===== src/rtl/usr_pkg.sv =====
// Shared definitions for the universal shift register: operation-select encodings.
package usr_pkg;

  localparam int unsigned MODE_W = 2;

  localparam logic [MODE_W-1:0] MODE_HOLD = 2'b00;
  localparam logic [MODE_W-1:0] MODE_SHL  = 2'b01;
  localparam logic [MODE_W-1:0] MODE_SHR  = 2'b10;
  localparam logic [MODE_W-1:0] MODE_LOAD = 2'b11;

  // True for either shift direction; both advance the shift counter.
  function automatic logic is_shift(input logic [MODE_W-1:0] mode);
    return (mode == MODE_SHL) || (mode == MODE_SHR);
  endfunction

endpackage : usr_pkg


===== src/rtl/usr_bit_cell.sv =====
// One storage bit of the universal shift register: 4:1 next-value mux feeding
// a flop with synchronous clear (highest priority) and synchronous preset.
module usr_bit_cell
  import usr_pkg::*;
(
  input  logic              clk_i,
  input  logic              clr_n_i,
  input  logic              pre_n_i,
  input  logic              pre_val_i,
  input  logic [MODE_W-1:0] mode_i,
  input  logic              load_i,
  input  logic              shl_i,
  input  logic              shr_i,
  output logic              q_o
);

  logic q_q;
  logic q_d;

  // Next value selected by the operation mode.
  always_comb begin
    q_d = q_q;
    case (mode_i)
      MODE_HOLD: q_d = q_q;
      MODE_SHL:  q_d = shl_i;
      MODE_SHR:  q_d = shr_i;
      MODE_LOAD: q_d = load_i;
      default:   q_d = q_q;
    endcase
  end

  // Bit storage; clear beats preset beats the mode mux.
  always_ff @(posedge clk_i) begin
    if (!clr_n_i) begin
      q_q <= 1'b0;
    end else if (!pre_n_i) begin
      q_q <= pre_val_i;
    end else begin
      q_q <= q_d;
    end
  end

  assign q_o = q_q;

endmodule : usr_bit_cell


===== src/rtl/universal_shift_register.sv =====
// WIDTH-bit universal shift register (hold / shift left / shift right / load)
// with synchronous clear and preset, plus a saturating count of shifts since
// the last load/clear/preset and a Done flag once a full word has moved.
// Build option: define USR_ROTATE_EN to turn both shifts into rotates
// (serial inputs are then ignored; port list is unchanged).
module universal_shift_register
  import usr_pkg::*;
#(
  parameter  int unsigned           WIDTH      = 8,
  parameter  logic [WIDTH-1:0]      PRESET_VAL = '1,
  localparam int unsigned           CNT_W      = $clog2(WIDTH + 1)
) (
  input  logic              CLK,
  input  logic              ClrN,
  input  logic              PreN,
  input  logic [MODE_W-1:0] Mode,
  input  logic [WIDTH-1:0]  D,
  input  logic              SIL,
  input  logic              SIR,
  output logic [WIDTH-1:0]  Q,
  output logic [WIDTH-1:0]  Q_bar,
  output logic              SOL,
  output logic              SOR,
  output logic [CNT_W-1:0]  Count,
  output logic              Done
);

  localparam logic [CNT_W-1:0] CNT_FULL = CNT_W'(WIDTH);

  logic [WIDTH-1:0] q_w;
  logic             fb_left;
  logic             fb_right;

  logic [CNT_W-1:0] count_q;
  logic [CNT_W-1:0] count_d;
  logic             done_q;
  logic             done_d;

`ifdef USR_ROTATE_EN
  // Rotate: the bit leaving one end re-enters the other.
  assign fb_left  = q_w[WIDTH-1];
  assign fb_right = q_w[0];

  logic unused_serial_in;
  assign unused_serial_in = SIL ^ SIR;
`else
  // Shift: serial inputs fill the vacated end.
  assign fb_left  = SIL;
  assign fb_right = SIR;
`endif

  // Bit slice array; each cell sees its lower neighbour for shift left and
  // its upper neighbour for shift right, with the ends fed by the feedback.
  for (genvar i = 0; i < WIDTH; i++) begin : g_cell
    logic shl_in;
    logic shr_in;

    if (i == 0) begin : g_lsb
      assign shl_in = fb_left;
    end else begin : g_mid_l
      assign shl_in = q_w[i-1];
    end

    if (i == WIDTH - 1) begin : g_msb
      assign shr_in = fb_right;
    end else begin : g_mid_r
      assign shr_in = q_w[i+1];
    end

    usr_bit_cell u_cell (
      .clk_i     (CLK),
      .clr_n_i   (ClrN),
      .pre_n_i   (PreN),
      .pre_val_i (PRESET_VAL[i]),
      .mode_i    (Mode),
      .load_i    (D[i]),
      .shl_i     (shl_in),
      .shr_i     (shr_in),
      .q_o       (q_w[i])
    );
  end

  // Shift counter next state: loads restart it, shifts advance it up to full.
  always_comb begin
    count_d = count_q;
    if (Mode == MODE_LOAD) begin
      count_d = '0;
    end else if (is_shift(Mode) && (count_q != CNT_FULL)) begin
      count_d = count_q + CNT_W'(1);
    end
    done_d = (count_d == CNT_FULL);
  end

  // Counter and Done registers; clear or preset abort any serialisation.
  always_ff @(posedge CLK) begin
    if (!ClrN || !PreN) begin
      count_q <= '0;
      done_q  <= 1'b0;
    end else begin
      count_q <= count_d;
      done_q  <= done_d;
    end
  end

  assign Q     = q_w;
  assign Q_bar = ~q_w;
  assign SOL   = q_w[WIDTH-1];
  assign SOR   = q_w[0];
  assign Count = count_q;
  assign Done  = done_q;

endmodule : universal_shift_register


===== config.mk =====
export PLATFORM = sky130hd
export DESIGN_NAME = universal_shift_register
export DESIGN_NICKNAME = d
export VERILOG_FILES = /design/src/rtl/usr_pkg.sv /design/src/rtl/usr_bit_cell.sv /design/src/rtl/universal_shift_register.sv
export SDC_FILE = /design/constraint.sdc
export NUM_CORES = 1
export LEC_CHECK = 0
export CAP_MARGIN = 20
export CELL_PAD_IN_SITES_DETAIL_PLACEMENT = 1
export CELL_PAD_IN_SITES_GLOBAL_PLACEMENT = 2
export CORE_MARGIN = 2
export CORE_UTILIZATION = 23
export CTS_BUF_LIST = sky130_fd_sc_hd__clkbuf_8
export DETAILED_ROUTE_END_ITERATION = 10
export MAX_ROUTING_LAYER = met4
export PLACE_DENSITY = 0.94
export SLEW_MARGIN = 20
export SYNTH_ARGS = -nofsm -noshare
export SYNTH_HDL_FRONTEND = slang
export SYNTH_SLANG_ARGS = --single-unit

===== constraint.sdc =====
create_clock -name CLK -period 3.3 [get_ports CLK]
set_clock_uncertainty 0.05 [all_clocks]
set_input_delay 0.495 -clock CLK [delete_from_list [all_inputs] [get_ports CLK]]
set_output_delay 0.495 -clock CLK [all_outputs]
set_load 0.02 [all_outputs]

==> results of run 1 <==
[sequential cells by signal, summed over array words and instances (netlist names)]
register and cells:
Count 4, Done 1, g_cell.u_cell.q_o 8
[layout by cell type (no fill, tap or decap)]
cell type,instances
a221oi_1,8
o21ai_0,8
nand3b_1,1
nand2b_1,1
nand2_1,11
clkbuf_8,3
nor3b_1,1
clkdlybuf4s50_1,37
ha_1,5
a21oi_1,9
inv_1,13
nor2_1,6
and3_1,1
xor2_1,1
o21ai_2,1
dfxtp_1,13
nand4_1,1
mux2_1,1
mux2i_1,1
nor2_4,1
xnor2_1,1
[power by group through the flow]
stage	logic, mW	clock network, mW	registers [mW]
floorplan	0.0730	0	0.183
global placement	0.126	0	0.182
detailed placement	0.129	0	0.183
CTS	0.129	0.145	0.180
global route	0.139	0.155	0.182
finish	0.128	0.141	0.180
[layer usage]
layer / routed length (um) / share of wire [%] / up-vias
met2: 1070 / 50 / 26
met4: 0 / 0 / 0
met1: 886 / 42 / 355
met5: 0 / 0 / -
li1: - / - / 373
met3: 177 / 8.3 / 0
[layout make-up]
type | instances | area [um^2]
inverter | 12 | 45.0
tap | 44 | 55.1
clock inverter | 1 | 3.75
fill | 400 | 1950
clock buffer | 3 | 41.3
sequential | 13 | 260
timing repair buffer | 37 | 370
multi-input combinational | 58 | 374
[through the flow]
stage | cell area, um^2 | cells | setup WS (ns) | hold WS [ns]
after floorplan | 759 | 94 | 1.70 | 0.500
after global placement | 1100 | 164 | 1.16 | 0.531
after detailed placement | 1100 | 164 | 1.12 | 0.556
after CTS | 1150 | 168 | 1.37 | 0.563
after global routing | 1150 | 168 | 1.24 | 0.589
final | 1150 | 168 | 1.39 | 0.557
[worst reg2reg max path: stages (launching register included)]
cell and delay (ns):
dfxtp_1 0.35, inv_1 0.12, ha_1 0.15, nand2_1 0.07, o21ai_2 0.21, mux2_1 0.33
and3_1 0.18
[logic make-up (layout without fill, tap and decap cells)]
| family | after synthesis | in the layout |
|---|---|---|
| fa+ha+maj | 5 | 5 |
| buf+inv | 23 | 53 |
| xor+xnor | 2 | 2 |
| compound gates | 26 | 26 |
| simple gates | 23 | 23 |
| flops | 13 | 13 |
| mux | 2 | 2 |
[worst paths after layout]
path	to
hold reg to reg	g_cell[0].u_cell.q_o$_SDFFE_PN0P_
hold / removal	g_cell[0].u_cell.q_o$_SDFFE_PN0P_
setup reg to reg	Done$_SDFF_PP0_
setup / recovery	Done$_SDFF_PP0_
==> out/results.ini, run 1 <==
[global_route]
grt.total_usage_pct=12.8
grt_use_met1_pct=13.4
use_met3_pct=5.67
grt_overflow=0
grt_util_met2_pct=22.6
top_usage_layer=met2
antenna_found_initial=0
grt_pass1_vias=766
grt_max_degree=11
grt_pass1_wl_mm=3.44

[critical_path]
required_ns=3.39
r2r-start=Count[0]$_SDFF_PP0_
endpoint_kind=register
crit_slowest_cell=clkdlybuf4s50_1
start_kind=input port
cp.depth=6
worstPathCellList=clkdlybuf4s50_1 -> inv_1 -> ha_1 -> o21ai_2 -> mux2_1 -> and3_1
crit_family=buffers and inverters
crit_buf_inv=2
crit_arrival_ns=2.00
reg2reg_depth=6
reg2reg_setup_slack_ns=1.73
cpPeakStageDelay_ns=0.48
worst-path-max-fanout=3
crit_path_start=Mode[0]
critPathKind=in -> reg

[layout]
diodes=0
drive_gt1_share_pct=4.03
final_nets=145
fin_util_pct=37.1
area_growth_pct=51.4

[pwr]
power_mw=0.449
pwr-share-seq_pct=40.0
power_density_nw_per_um2=390
clkPwrFrac_pct=31.5
comb_power_share_pct=28.4
ir_drop_mv=0.169
leakage_nw=0.451
switchingPower_mw=0.134
swShare_pct=29.9
p_int_mw=0.315

[hold_path]
hold_path.class=reg -> reg
holdCritStartpoint=g_cell[0].u_cell.q_o$_SDFFE_PN0P_
whs_path_depth=2

[synthesis]
synth_fp_nets=114
syn_inst=94
syn-cell-area_um2=759
yosysMostFrequentCell=dfxtp_1
synth_top_area_share_pct=34.3
synth_compound_gate_area_share_pct=21.6
avgSynthCellArea_um2=8.08
synth_area_leader_cell=dfxtp_1
synthTopCellsByCount=dfxtp_1, inv_1, nand2_1, a21oi_1
synth_top_family_by_area=compound AO/OA/AOI/OAI gates
ys_top_cells_by_area=dfxtp_1, a221oi_1, ha_1
synth_fa_ha_area_share_pct=8.24
yosys.area_share.simple_pct=14.3
synth_edf_count=0
ys_ff_latch=13
ys.flop_type=dfxtp_1
synth-async-reset-ratio_pct=0
synth_warnings=0
synth_mux_area_share_pct=2.80
ys_seq_area_share_pct=34.3
synth-xor-area-share_pct=2.31
synth_cell_types=23

[flow_run]
max_cap_viol_count=0

[cts]
ctsHoldBuffers=0
post_cts_resized=0
insertion_delay_ns=0.25
cts_sinks=13
cts_tree=built
post_cts_buffers=0
path_clk_slew_ns=0.05
cts_root_buf=clkbuf_8
h-tree-depth=1
cts_buffers=3
cts_buffer_depth=2

[placed_design]
gp_congestion=0.802
hpwlAfterDp_mm=1.67
portBuffers=37

[route]
wire_per_inst_um=12.7
via_per_inst=4.49
first_iter_violations=10
detail-route-antenna-nets=0
wl_mm=2.13
drt-pass1-iter-count=2
dr_total_vias=754
drcViolationCount=0

[floorplanning]
initial_core_util_pct=24.5
num_io_pins=38
dieArea_um2=3780
die_x_um=61.5
std_cell_rows=20
core_area_um2=3100
die_height_um=61.5

[sta]
fin_crit_ns=1.91
hold_viol_final=0
slew_headroom_pct=72.1
maxSlewViolCount=0
fmax_mhz=524
tightest_slew_ns=0.418
setup_viol=0
fin_crit_sh_pct=57.9
tns_ns=0
rsz0062_at_grt=no

[status]
status=finished, final reports clean

(Power assumes the default switching activity.)
==> run 2: changes to the inputs <==
Settings changed: CORE_UTILIZATION 23 to 19, PLACE_DENSITY 0.94 to 0.84.
Clock period 3.3 ns to 1.75 ns, I/O delays scaled along.
==> out/results.ini, run 2 (synthesis gave the netlist of run 1 again) <==
[status]
status=finished, final reports clean

[cts]
cts_root_buf=clkbuf_8
path_clk_slew_ns=0.06  ; about the same
cts_sinks=13  ; unchanged
cts_buffer_depth=2  ; unchanged
cts_buffers=3  ; unchanged
insertion_delay_ns=0.24  ; about the same
h-tree-depth=1  ; unchanged
post_cts_buffers=0  ; unchanged
cts_tree=built
ctsHoldBuffers=0  ; unchanged

[layout]
largest_reg_flops=8  ; unchanged
final_nets=151  ; +4.1%
area_growth_pct=58.0
fillerInstances=477  ; +19%
mostFrequentLayoutCell=clkdlybuf4s50_1
layout_common_cells=clkdlybuf4s50_1, dfxtp_1, inv_1, nand2_1, a21oi_1
fin_cells=178  ; +6.0%
regArea_um2=260  ; unchanged
diodes=0  ; unchanged
drive_gt1_share_pct=8.46  ; +4.4 points
multi_input_area_um2=374  ; unchanged

[floorplanning]
initial_core_util_pct=20.3  ; -4.2 points
std_cell_rows=22  ; +10%
die_height_um=67.2  ; +9.4%
core_area_um2=3740  ; +21%
num_io_pins=38  ; unchanged
die_x_um=67.2  ; +9.4%
dieArea_um2=4520  ; +20%

[sta]
tightest_slew_ns=0.370  ; -0.0481 ns
maxSlewViolCount=0  ; unchanged
fin_crit_ns=1.69
setup_viol=0  ; unchanged
slew_headroom_pct=75.4  ; +3.2 points
hold_viol_final=0  ; unchanged
fin_crit_sh_pct=96.4
fmax_mhz=593
rsz0062_at_grt=yes

[pwr]
power_density_nw_per_um2=716  ; +83%
ir_drop_mv=0.360  ; +110%
power_mw=0.859  ; +91%
leakage_nw=0.480  ; +6.4%

[route]
via_per_inst=4.29  ; -4.5%
routed-wl-met2_mm=1.02  ; -4.5%
detail-route-antenna-nets=0  ; unchanged
wl_met1_um=940  ; +6.1%
wire_per_inst_um=12.0  ; -5.2%
highest_layer=met4
first_iter_violations=11  ; +1
drcViolationCount=0  ; unchanged
dr_total_vias=763  ; +1.2%
wl_met3_um=169  ; -4.5%
drt-pass1-iter-count=4  ; +2
wl_mm=2.14  ; +0.47%

[flow_run]
max_cap_viol_count=0  ; unchanged

[placed_design]
dp.cells=174  ; +6.1%
hpwlAfterDp_mm=1.73  ; +3.6%
gp_congestion=0.698  ; -13%
portBuffers=37  ; unchanged

[global_route]
grt.total_usage_pct=11.0  ; -1.8 points
grt_pass1_wl_mm=3.61  ; +4.8%
grt_max_degree=10  ; -1
antenna_found_initial=0  ; unchanged
grt_overflow=0  ; unchanged
grt_pass1_vias=795  ; +3.8%

[hold_path]
hold_path.class=in -> reg
whs_path_depth=3  ; +1

[critical_path]
endpoint_kind=register
critPathKind=in -> reg
reg2reg_depth=6  ; unchanged
required_ns=1.84  ; -1.55 ns
worst-path-max-fanout=3  ; unchanged
start_kind=input port
crit_arrival_ns=1.77  ; -0.23 ns

run 2: critical path, cell delays in order:
cell and delay (ns):
clkdlybuf4s50_1 0.51, inv_1 0.06, ha_1 0.32, o21ai_2 0.09, mux2_1 0.34, and3_1 0.19
run 2: stage by stage:
stage / setup WS (ns) / util (%) / area [um^2] / hold WS, ns / setup TNS [ns]
3_5_place_dp: -0.212 / 30.8 / 1150 / 0.538 / -0.964
3_3_place_gp: -0.127 / 30.8 / 1150 / 0.529 / -0.574
4_1_cts: 0.0485 / 32.1 / 1200 / 0.523 / 0
2_1_floorplan: 0.154 / - / 759 / 0.351 / 0
6_report: 0.0637 / 32.1 / 1200 / 0.525 / 0
5_1_grt: -0.0243 / 32.1 / 1200 / 0.541 / -0.0258
run 2: final timing paths:
| check | startpoint | slack, ns | to |
|---|---|---|---|
| min reg2reg | g_cell[6].u_cell.q_o$_SDFFE_PN0P_ | 0.54 | g_cell[6].u_cell.q_o$_SDFFE_PN0P_ |
| max | Mode[1] | 0.06 | Done$_SDFF_PP0_ |
| max reg2reg | Count[0]$_SDFF_PP0_ | 0.18 | Done$_SDFF_PP0_ |
| min | D[0] | 0.53 | g_cell[0].u_cell.q_o$_SDFFE_PN0P_ |
run 2: report_power, final:
group	switching (mW)	total (mW)	internal, mW
Combinational	0.120	0.253	0.133
Clock	0.112	0.267	0.155
Sequential	0.0247	0.340	0.315
run 2: timing repair:
action | in CTS | in global routing
hold endpoints to repair | 0 | 0
endpoints found under the setup margin | 0 | 2
resized for setup | 0 | 0
run 2: layout make-up:
cell class | count | area share [%]
tap | 48 | 5.01
sequential | 13 | 21.7
multi-input combinational | 58 | 31.2
clock inverter | 1 | 0.313
clock buffer | 3 | 3.44
timing repair buffer | 43 | 34.6
inverter | 12 | 3.75
run 2: routing by layer:
layer	up-vias	track usage [%]
li1	384	-
met1	348	12.0
met2	29	19.1
met3	2	4.67
met4	0	1.53
met5	-	-
==> run 3: changes to the inputs <==
Settings changed: GPL_ROUTABILITY_DRIVEN from default to 0.
==> results of run 3 <==
No change in the layout: final DEF, timing and power equal those of run 2.
